`config.mk`:
```
export PLATFORM = sky130hd
export DESIGN_NAME = fp_div_dispatch
export DESIGN_NICKNAME = d
export VERILOG_FILES = /design/src/rtl/fp_div_pkg.sv /design/src/rtl/fp_div_opq.sv /design/src/rtl/fp_div_dispatch.sv
export SDC_FILE = /design/constraint.sdc
export NUM_CORES = 1
export LEC_CHECK = 0
export BUFFER_PORTS_ARGS = -buffer_cell sky130_fd_sc_hd__buf_2
export CORE_ASPECT_RATIO = 1.5
export CORE_MARGIN = 3
export CORE_UTILIZATION = 25
export CTS_CLUSTER_DIAMETER = 40
export DETAILED_ROUTE_END_ITERATION = 16
export PLACE_DENSITY_LB_ADDON = 0.05
export SYNTH_ARGS = -nofsm -noshare
export SYNTH_HDL_FRONTEND = slang
export SYNTH_SLANG_ARGS = --single-unit
```
`constraint.sdc`:
```
create_clock -name clk -period 3.55 [get_ports clk]
set_input_delay 0.71 -clock clk [delete_from_list [all_inputs] [get_ports clk]]
set_output_delay 0.71 -clock clk [all_outputs]
set_load 0.02 [all_outputs]
```
`src/rtl/fp_div_pkg.sv`:
```
// Shared FP32 constants and dispatch-state encoding for the FP32 divider front end.
package fp_div_pkg;

   localparam int EXP_W  = 8;
   localparam int FRAC_W = 23;
   localparam int FP_W   = 1 + EXP_W + FRAC_W;

   localparam logic [31:0] QNAN    = 32'h7FC0_0000;
   localparam logic [31:0] POS_INF = 32'h7F80_0000;

   typedef enum logic [1:0] {
      S_IDLE  = 2'd0,
      S_ISSUE = 2'd1,
      S_WAIT  = 2'd2
   } disp_state_e;

endpackage

```
`src/rtl/fp_div_opq.sv`:
```
// In-order operand queue: synchronous FIFO holding {a, b, tag} entries.
module fp_div_opq #(
   parameter int DEPTH = 4,
   parameter int WIDTH = 68
) (
   input  logic             clk,
   input  logic             rst,
   input  logic             push,
   input  logic             pop,
   input  logic [WIDTH-1:0] din,
   output logic [WIDTH-1:0] dout,
   output logic             full,
   output logic             empty
);

   localparam int PTR_W = $clog2(DEPTH);

   logic [WIDTH-1:0] mem_r [DEPTH];
   logic [PTR_W-1:0] wr_ptr_r;
   logic [PTR_W-1:0] rd_ptr_r;
   logic [PTR_W:0]   count_r;
   logic             push_s;
   logic             pop_s;

   assign full   = (count_r == (PTR_W + 1)'(DEPTH));
   assign empty  = (count_r == (PTR_W + 1)'(0));
   assign push_s = push && !full;
   assign pop_s  = pop && !empty;
   assign dout   = mem_r[rd_ptr_r];

   // Pointer and occupancy bookkeeping; pointers wrap at DEPTH.
   always_ff @(posedge clk) begin
      if (rst) begin
         wr_ptr_r <= '0;
         rd_ptr_r <= '0;
         count_r  <= '0;
      end else begin
         if (push_s) begin
            wr_ptr_r <= wr_ptr_r + PTR_W'(1);
         end
         if (pop_s) begin
            rd_ptr_r <= rd_ptr_r + PTR_W'(1);
         end
         case ({push_s, pop_s})
            2'b10:   count_r <= count_r + (PTR_W + 1)'(1);
            2'b01:   count_r <= count_r - (PTR_W + 1)'(1);
            default: count_r <= count_r;
         endcase
      end
   end

   // Storage array; contents need no reset since count gates visibility.
   always_ff @(posedge clk) begin
      if (push_s) begin
         mem_r[wr_ptr_r] <= din;
      end
   end

endmodule

```
`src/rtl/fp_div_dispatch.sv`:
```
// Issue stage for the iterative FP32 divider: queue, single-flight FSM, result slot.
// Optional counters enabled by defining FP_DIV_DISPATCH_STATS_EN.
module fp_div_dispatch
   import fp_div_pkg::*;
#(
   parameter int DEPTH = 4,
   parameter int TAG_W = 4
) (
   input  logic             clk,
   input  logic             rst,
   input  logic             in_valid,
   output logic             in_ready,
   input  logic [31:0]      in_a,
   input  logic [31:0]      in_b,
   input  logic [TAG_W-1:0] in_tag,
   output logic             div_valid_in,
   input  logic             div_ready,
   output logic [31:0]      div_a,
   output logic [31:0]      div_b,
   input  logic             div_valid_out,
   input  logic [31:0]      div_result,
   output logic             out_valid,
   input  logic             out_ready,
   output logic [31:0]      out_result,
   output logic [TAG_W-1:0] out_tag
`ifdef FP_DIV_DISPATCH_STATS_EN
   ,
   output logic [15:0]      stat_done,
   output logic [15:0]      stat_full_cycles
`endif
);

   localparam int ENT_W = 2 * FP_W + TAG_W;

   disp_state_e      state_r;
   disp_state_e      state_nxt_s;
   logic             q_full_s;
   logic             q_empty_s;
   logic             push_s;
   logic             pop_s;
   logic             capture_s;
   logic [ENT_W-1:0] q_din_s;
   logic [ENT_W-1:0] q_dout_s;
   logic             div_valid_in_r;
   logic [31:0]      div_a_r;
   logic [31:0]      div_b_r;
   logic [TAG_W-1:0] tag_hold_r;
   logic             in_flight_r;
   logic             out_valid_r;
   logic [31:0]      out_result_r;
   logic [TAG_W-1:0] out_tag_r;

   assign in_ready     = !q_full_s;
   assign push_s       = in_valid && !q_full_s;
   assign q_din_s      = {in_a, in_b, in_tag};
   assign div_valid_in = div_valid_in_r;
   assign div_a        = div_a_r;
   assign div_b        = div_b_r;
   assign out_valid    = out_valid_r;
   assign out_result   = out_result_r;
   assign out_tag      = out_tag_r;

   fp_div_opq #(
      .DEPTH (DEPTH),
      .WIDTH (ENT_W)
   ) u_opq (
      .clk   (clk),
      .rst   (rst),
      .push  (push_s),
      .pop   (pop_s),
      .din   (q_din_s),
      .dout  (q_dout_s),
      .full  (q_full_s),
      .empty (q_empty_s)
   );

   // Next-state logic; issue waits for a free result slot and a quiet result bus.
   always_comb begin
      state_nxt_s = state_r;
      pop_s       = 1'b0;
      capture_s   = 1'b0;
      case (state_r)
         S_IDLE: begin
            if (!q_empty_s && div_ready && !out_valid_r && !div_valid_out) begin
               state_nxt_s = S_ISSUE;
               pop_s       = 1'b1;
            end else begin
               state_nxt_s = S_IDLE;
            end
         end
         S_ISSUE: state_nxt_s = S_WAIT;
         S_WAIT: begin
            if (div_valid_out && in_flight_r) begin
               state_nxt_s = S_IDLE;
               capture_s   = 1'b1;
            end else begin
               state_nxt_s = S_WAIT;
            end
         end
         default: state_nxt_s = S_IDLE;
      endcase
   end

   // State register plus operand hold; operands stay put until the next pop.
   always_ff @(posedge clk) begin
      if (rst) begin
         state_r        <= S_IDLE;
         div_valid_in_r <= 1'b0;
         div_a_r        <= 32'h0000_0000;
         div_b_r        <= 32'h0000_0000;
         tag_hold_r     <= '0;
         in_flight_r    <= 1'b0;
      end else begin
         state_r        <= state_nxt_s;
         div_valid_in_r <= pop_s;
         if (pop_s) begin
            {div_a_r, div_b_r, tag_hold_r} <= q_dout_s;
         end
         if (state_r == S_ISSUE) begin
            in_flight_r <= 1'b1;
         end else if (capture_s) begin
            in_flight_r <= 1'b0;
         end
      end
   end

   // Result slot: filled by the divider pulse, drained by the consumer handshake.
   always_ff @(posedge clk) begin
      if (rst) begin
         out_valid_r  <= 1'b0;
         out_result_r <= 32'h0000_0000;
         out_tag_r    <= '0;
      end else if (capture_s) begin
         out_valid_r  <= 1'b1;
         out_result_r <= div_result;
         out_tag_r    <= tag_hold_r;
      end else if (out_valid_r && out_ready) begin
         out_valid_r  <= 1'b0;
      end
   end

`ifdef FP_DIV_DISPATCH_STATS_EN
   logic [15:0] stat_done_r;
   logic [15:0] stat_full_cycles_r;

   assign stat_done        = stat_done_r;
   assign stat_full_cycles = stat_full_cycles_r;

   // Saturating completion and back-pressure counters.
   always_ff @(posedge clk) begin
      if (rst) begin
         stat_done_r        <= 16'h0000;
         stat_full_cycles_r <= 16'h0000;
      end else begin
         if (capture_s && (stat_done_r != 16'hFFFF)) begin
            stat_done_r <= stat_done_r + 16'd1;
         end
         if (in_valid && q_full_s && (stat_full_cycles_r != 16'hFFFF)) begin
            stat_full_cycles_r <= stat_full_cycles_r + 16'd1;
         end
      end
   end
`endif

endmodule

```
# Word-level counts from Yosys, hierarchy flattened

Memory sizes are Yosys's and may differ from the RTL's. A register that Yosys moved wholly into a read port is not among the register bits.
Index checks and enable logic that the tools add are counted.

Bits in read-only memories: 0
Output and inout port bits: 103
Bits in registers: 48
Memories kept: 1
Memory bits (writable): 272
Bits in latches: 0
Input port bits: 106
Logic and storage cells: 50

Shift-type cells: 0
$lt $le $gt $ge: 0
Equality and inequality tests: 5
Mux-type cells: 14
Reductions and logical operators: 17
Multipliers: 0
Bitwise operators: 0
$add $sub $neg: 4
Div/mod/pow operators: 0

Memory list:

| memory      | words | bits a word | read ports | clocked after Yosys merged registers in | write ports | RTL line         | text |
|---|---|---|---|---|---|---|---|
| u_opq.mem_r | 4     | 68          | 1          | 1                                       | 1           | fp_div_opq.sv:18 | `logic [WIDTH-1:0] mem_r [DEPTH];` |

Operator list:

| kind                  | count |
|---|---|
| $mux W1               | 11 |
| $logic_and A1 B1 Y1   | 8 |
| $pmux W2 S3           | 1 |
| $pmux W3 S2           | 1 |
| $reduce_bool A2 Y1    | 3 |
| $add A2 B1 Y2 const B | 2 |
| $eq A2 B1 Y1 const B  | 2 |
| $eq A2 B2 Y1 const B  | 2 |
| $logic_not A1 Y1      | 4 |
| $add A3 B1 Y3 const B | 1 |
| $eq A3 B3 Y1 const B  | 1 |
| $logic_not A3 Y1      | 1 |
| $sub A3 B1 Y3 const B | 1 |
| $logic_not A2 Y1      | 1 |
| $mux W2               | 1 |

# Logic depth before layout (Yosys ltp)

Word-level depth: 10
Gate-level depth with buffers: 9
Gate-level depth less buffers: 8

# Modules after synthesis

From an unflattened synthesis, not the netlist that was laid out.

Cells, all modules: 880
Area total of the unflattened synthesis: 14730.4 µm²

Modules (own cells, without submodules):

| module          | times used | area each (µm²) | cells an instance |
|---|---|---|---|
| fp_div_opq      | 1          | 10306.1         | 410 |
| fp_div_dispatch | 1          | 4424.2          | 470 |

# Worst setup path before layout

OpenSTA, ideal clock, no wires.

Kind: in2reg
Start: in in_valid
End: mem u_opq.mem_r[0][0] (enable)
Setup slack: 0.503 ns
Cell stages on the path: 2
Data arrival time: 2.613 ns
Buffers on the path: 1
Cells stage by stage: buf_1 -> and3_1

Longest elaborated chain between the ends: 4

Ends and longest elaborated chain:

| what                          | RTL line              | text |
|---|---|---|
| from (decl)                   | fp_div_dispatch.sv:11 | `input logic in_valid,` |
| $logic_and A1 B1 Y1           | fp_div_dispatch.sv:54 | `assign push_s = in_valid && !q_full_s;` |
| $logic_and A1 B1 Y1           | fp_div_opq.sv:27      | `assign push_s = push && !full;` |
| $mux W1                       | fp_div_opq.sv:54      | `if (push_s) begin` |
| $mux W1 (implied by the code) | fp_div_opq.sv:55      | `mem_r[wr_ptr_r] <= din;` |
| to (decl)                     | fp_div_opq.sv:18      |  |

Every way passes these cells.

# Worst setup path in the final report

Start: reg state_r[1]
End: reg u_opq.count_r[2]

Longest elaborated chain between the ends: 5

Ends and longest elaborated chain:

| what                                                     | RTL line               | text |
|---|---|---|
| from (decl)                                              | fp_div_dispatch.sv:35  | `disp_state_e state_r;` |
| from (signal assigned)                                   | fp_div_dispatch.sv:114 | `state_r <= state_nxt_s;` |
| $logic_not A2 Y1 (*)                                     | fp_div_dispatch.sv:82  | `case (state_r)` |
| $mux W1 (*)                                              | fp_div_dispatch.sv:82  |  |
| $logic_and A1 B1 Y1 (*)                                  | fp_div_opq.sv:28       | `assign pop_s = pop && !empty;` |
| via u_opq.pop_s                                          | fp_div_opq.sv:23       | `logic pop_s;` |
| $eq A2 B1 Y1 / $eq A2 B2 Y1 (equally long branches)      | fp_div_opq.sv:44       | `case ({push_s, pop_s})` |
| $pmux W3 S2 / $reduce_bool A2 Y1 (equally long branches) | n/a                    |  |
| to (signal assigned)                                     | fp_div_opq.sv:45       | `2'b10: count_r <= count_r + (PTR_W + 1)'(1);` |
| to (signal assigned)                                     | fp_div_opq.sv:46       | `2'b01: count_r <= count_r - (PTR_W + 1)'(1);` |
| to (signal assigned)                                     | fp_div_opq.sv:47       | `default: count_r <= count_r;` |
| to (decl)                                                | fp_div_opq.sv:21       | `logic [PTR_W:0] count_r;` |

The timed path passes the listed nets; every way through them passes the cells marked *.
A chain may end at the register's enable or synchronous reset.

==> out/qor.tcl <==
set qor(cp_slowest_cell) {sky130_fd_sc_hd__or4b_4}
set qor(die_area_mm2) 0.0609
set qor(min-delay-path-class) {in2reg}
set qor(areaGrowthSynthToFinish_pct) 28.0
set qor(synthesis.instances) 909
set qor(slowest_delay_ps) 540
set qor(worstPathCellList) {or4b_4 -> nor3_1 -> ha_1 -> inv_1 -> fa_1 -> xor2_1 -> or3_1 -> a21oi_1}
set qor(synth.cell_area_mm2) 0.0145
set qor(max-clock-path-buffers) 3
set qor(tritoncts_num_sinks) 388
set qor(routed_wire_length_per_instance_um) 22.4
set qor(postCtsSetupRepairBufs) 0
set qor(top_level_ports) 209
set qor(run_status) {finished clean}
set qor(dp.final_hpwl_mm) 24.2
set qor(worst_setup_skew_after_layout_ps) 25.6
set qor(crit_arrival_ps) 3090
set qor(finalSetupViolations) 0
set qor(cts_made_buffers) 57
set qor(cts_tree) {done}
set qor(finalWirelength_mm) 43.4
set qor(route.detailed.vias_per_inst) 4.61
set qor(final-seq-area_mm2) 0.0105
set qor(nFillCells) 5736
set qor(dpl-instance-area_mm2) 0.0165
set qor(final_layout_size_suffix_gt1_frac) 0.350
set qor(synth_nets) 1021
set qor(drtPass1Iterations) 4
set qor(regToRegSetupSlack_ps) 990
set qor(critical_path_fanout_max) 6
set qor(timing.final.max_slew_violations) 0
set qor(max_cap_viol_count) 0
set qor(multiInputGateArea_mm2) 0.00368
set qor(yosysSeqAreaShare) 0.725
set qor(postCtsResizedCells) 0
set qor(critical_path_required_ps) 4080
set qor(hold_depth) 1
set qor(setup_total_negative_slack_ps) 0
set qor(chip_height_um) 301
set qor(timing_hold_violations_final) 0
set qor(clkLatencyLatePin_ps) 600
set qor(yosys.cell_types.count) 35
set qor(cp-end-kind) {flop}
set qor(regToRegStartpoint) {state_r[1]$_SDFF_PP0_}
set qor(synth_seq_cells) 388
set qor(clock_pin_transition_on_the_worst_setup_and_hold_timing_paths_ps) 60
set qor(fin_crit_ps) 2560
set qor(num_rows) 107
set qor(r2r_cells) 8
set qor(hold_path_origin) {in_b[8]}
set qor(worstReg2RegEnd) {u_opq.count_r[2]$_SDFFE_PP0P_}
set qor(core-area_mm2) 0.0570
set qor(power-per-cell-area_mw_per_mm2) 681
set qor(crit_path_start_kind) {flop}
set qor(numPortBuffers) 208
set qor(worstSetupStartpoint) {state_r[1]$_SDFF_PP0_}
set qor(fin_crit_sh) 0.722
set qor(die_w_um) 202
set qor(grt.overflow.total) 0
set qor(timing.fmax_mhz) 390
set qor(antenna_violating_nets_post_route) 0
set qor(leakage_nw) 6.31
set qor(initial_antenna_violation_count) 8
set qor(layout.cells.most_common_list) {272 x sky130_fd_sc_hd__edfxtp_1, 207 x sky130_fd_sc_hd__buf_2, 113 x sky130_fd_sc_hd__dfxtp_1, 111 x sky130_fd_sc_hd__a21oi_1, 74 x sky130_fd_sc_hd__nand2_1}
set qor(postLayoutCellArea_mm2) 0.0185
set qor(final_common_cell) {sky130_fd_sc_hd__edfxtp_1}
set qor(routabilityCongestion) 0.655
set qor(grtUsageTotal) 0.140
set qor(critPathKind) {reg2reg}
set qor(max_slew.worst_pin.slew_ps) 1080
set qor(routed-via-count) 8925
set qor(hold_buffers) 0
set qor(number_of_global_route_vias_before_repair) 9695
set qor(yosysWarningCount) 0
set qor(min_to) {u_opq.mem_r[2][12]$_DFFE_PP_}
set qor(cts_root_buffer) {sky130_fd_sc_hd__clkbuf_16}
set qor(cts_max_level) 2
set qor(initial_utilization) 0.254
set qor(grt_start_max_net_pins) 73
set qor(drc_violations_left) 0
set qor(ir_worst_vdd_uv) 370
set qor(slew_headroom) 0.282
set qor(grt_first_pass_wirelength_mm) 64.2
set qor(synth.avg_cell_area_um2) 15.9
set qor(unrepaired_setup_endpoints_after_global_routing) {no}
set qor(drt_first_iter_violations) 358
set qor(nNetsFinal) 1230
[through the flow]
| step | utilization | instances | hold WS [ps] | setup WS [ps] | power [W] |
|---|---|---|---|---|---|
| after floorplan | - | 909 | 432 | 503 | 0.00614 |
| after global placement | 0.289 | 1822 | 441 | 469 | 0.00677 |
| after CTS | 0.325 | 1930 | 276 | 952 | 0.0129 |
| final | 0.325 | 1935 | 320 | 986 | 0.0126 |
| after detailed placement | 0.289 | 1822 | 444 | 429 | 0.00677 |
| after global routing | 0.325 | 1932 | 291 | 783 | 0.0131 |
[worst max-delay path by stage]
stage | slack [ps] | end
5_1_grt | 780 | u_opq.count_r[2]$_SDFFE_PP0P_
4_1_cts | 950 | u_opq.count_r[2]$_SDFFE_PP0P_
3_5_place_dp | 430 | u_opq.count_r[2]$_SDFFE_PP0P_
3_3_place_gp | 470 | u_opq.count_r[2]$_SDFFE_PP0P_
6_report | 990 | u_opq.count_r[2]$_SDFFE_PP0P_
2_1_floorplan | 500 | u_opq.mem_r[0][0]$_DFFE_PP_
[state kept, by name (all words and copies together) (netlist names)]
register	cells
out_valid	1
div_valid_in	1
state_r	2
tag_hold_r	4
u_opq.mem_r	272
div_a	32
u_opq.wr_ptr_r	2
u_opq.count_r	3
u_opq.rd_ptr_r	2
in_flight_r	1
out_tag	4
out_result	32
div_b	32
[cells in the mapped netlist (all sizes together)]
| cell type | number | share of area |
|---|---|---|
| nor2 | 6 | 0.0016 |
| and4b | 1 | 0.00069 |
| a31o | 1 | 0.00061 |
| fa | 1 | 0.0014 |
| nand2 | 74 | 0.019 |
| o21ai | 1 | 0.00035 |
| clkinv | 1 | 0.00026 |
| dfxtp | 116 | 0.16 |
| inv | 5 | 0.0013 |
| nor4b | 1 | 0.0010 |
| edfxtp | 272 | 0.56 |
| nand4b | 1 | 0.00061 |
| or4 | 1 | 0.00052 |
| or4b | 1 | 0.00069 |
| buf | 21 | 0.0064 |
| a211oi | 1 | 0.00052 |
| nand3 | 2 | 0.00069 |
| nor2b | 2 | 0.00086 |
| clkbuf | 62 | 0.016 |
| or3 | 2 | 0.00086 |
| ha | 5 | 0.0043 |
| mux4 | 68 | 0.11 |
| o31ai | 69 | 0.036 |
| nor3 | 2 | 0.0010 |
| nand2b | 2 | 0.00086 |
| xor2 | 2 | 0.0012 |
| a21oi | 111 | 0.038 |
| nand4 | 68 | 0.029 |
| or3b | 1 | 0.00061 |
| nor4 | 2 | 0.00086 |
| a41oi | 1 | 0.00061 |
| a21o | 2 | 0.0010 |
| and3 | 4 | 0.0017 |
[critical path: cells and delay by family, from the launching register on]
| kind | cells | cell delay, ps |
|---|---|---|
| and+or+nand+nor | 3 | 1130 |
| xor gates and xnor gates | 1 | 160 |
| AOI/OAI and AO/OA | 1 | 140 |
| DFF | 1 | 360 |
| adders and majority gates | 2 | 650 |
| buffers and inverters | 1 | 70 |
[cell families after synthesis]
logic type,Yosys count,synth area share
XOR/XNOR,2,0.00121
adder cells (fa/ha/maj),6,0.00571
flip-flops,388,0.725
AND/OR/NAND/NOR,170,0.0612
buffers and inverters,89,0.0240
multiplexers,68,0.106
AO/OA/AOI/OAI,186,0.0773
[routing by layer]
| layer | wire length, um | up-vias | GRT usage | share of wire |
|---|---|---|---|---|
| met5 | 41 | - | 0 | 0.00095 |
| met3 | 2620 | 72 | 0.0367 | 0.060 |
| met2 | 21500 | 259 | 0.245 | 0.50 |
| met4 | 949 | 6 | 0.0416 | 0.022 |
| li1 | - | 4055 | - | - |
| met1 | 18200 | 4533 | 0.171 | 0.42 |
[cell type report]
type	instances	share of cell area
Sequential cell	388	0.567
Inverter	6	0.00122
Tap cell	763	0.0515
Multi-Input combinational cell	432	0.199
Timing Repair Buffer	233	0.0712
Antenna cell	5	0.000675
Clock inverter	48	0.0324
Clock buffer	60	0.0776
[report_power, final]
part	total (W)	leakage, nW	internal, W	switching, W
Sequential	0.00523	3.44	0.00511	0.000125
Clock	0.00599	0.980	0.00378	0.00221
Combinational	0.00138	1.89	0.000453	0.000932
Total	0.0126	6.31	0.00934	0.00327
Note: power is estimated with default switching activity, not from simulation.
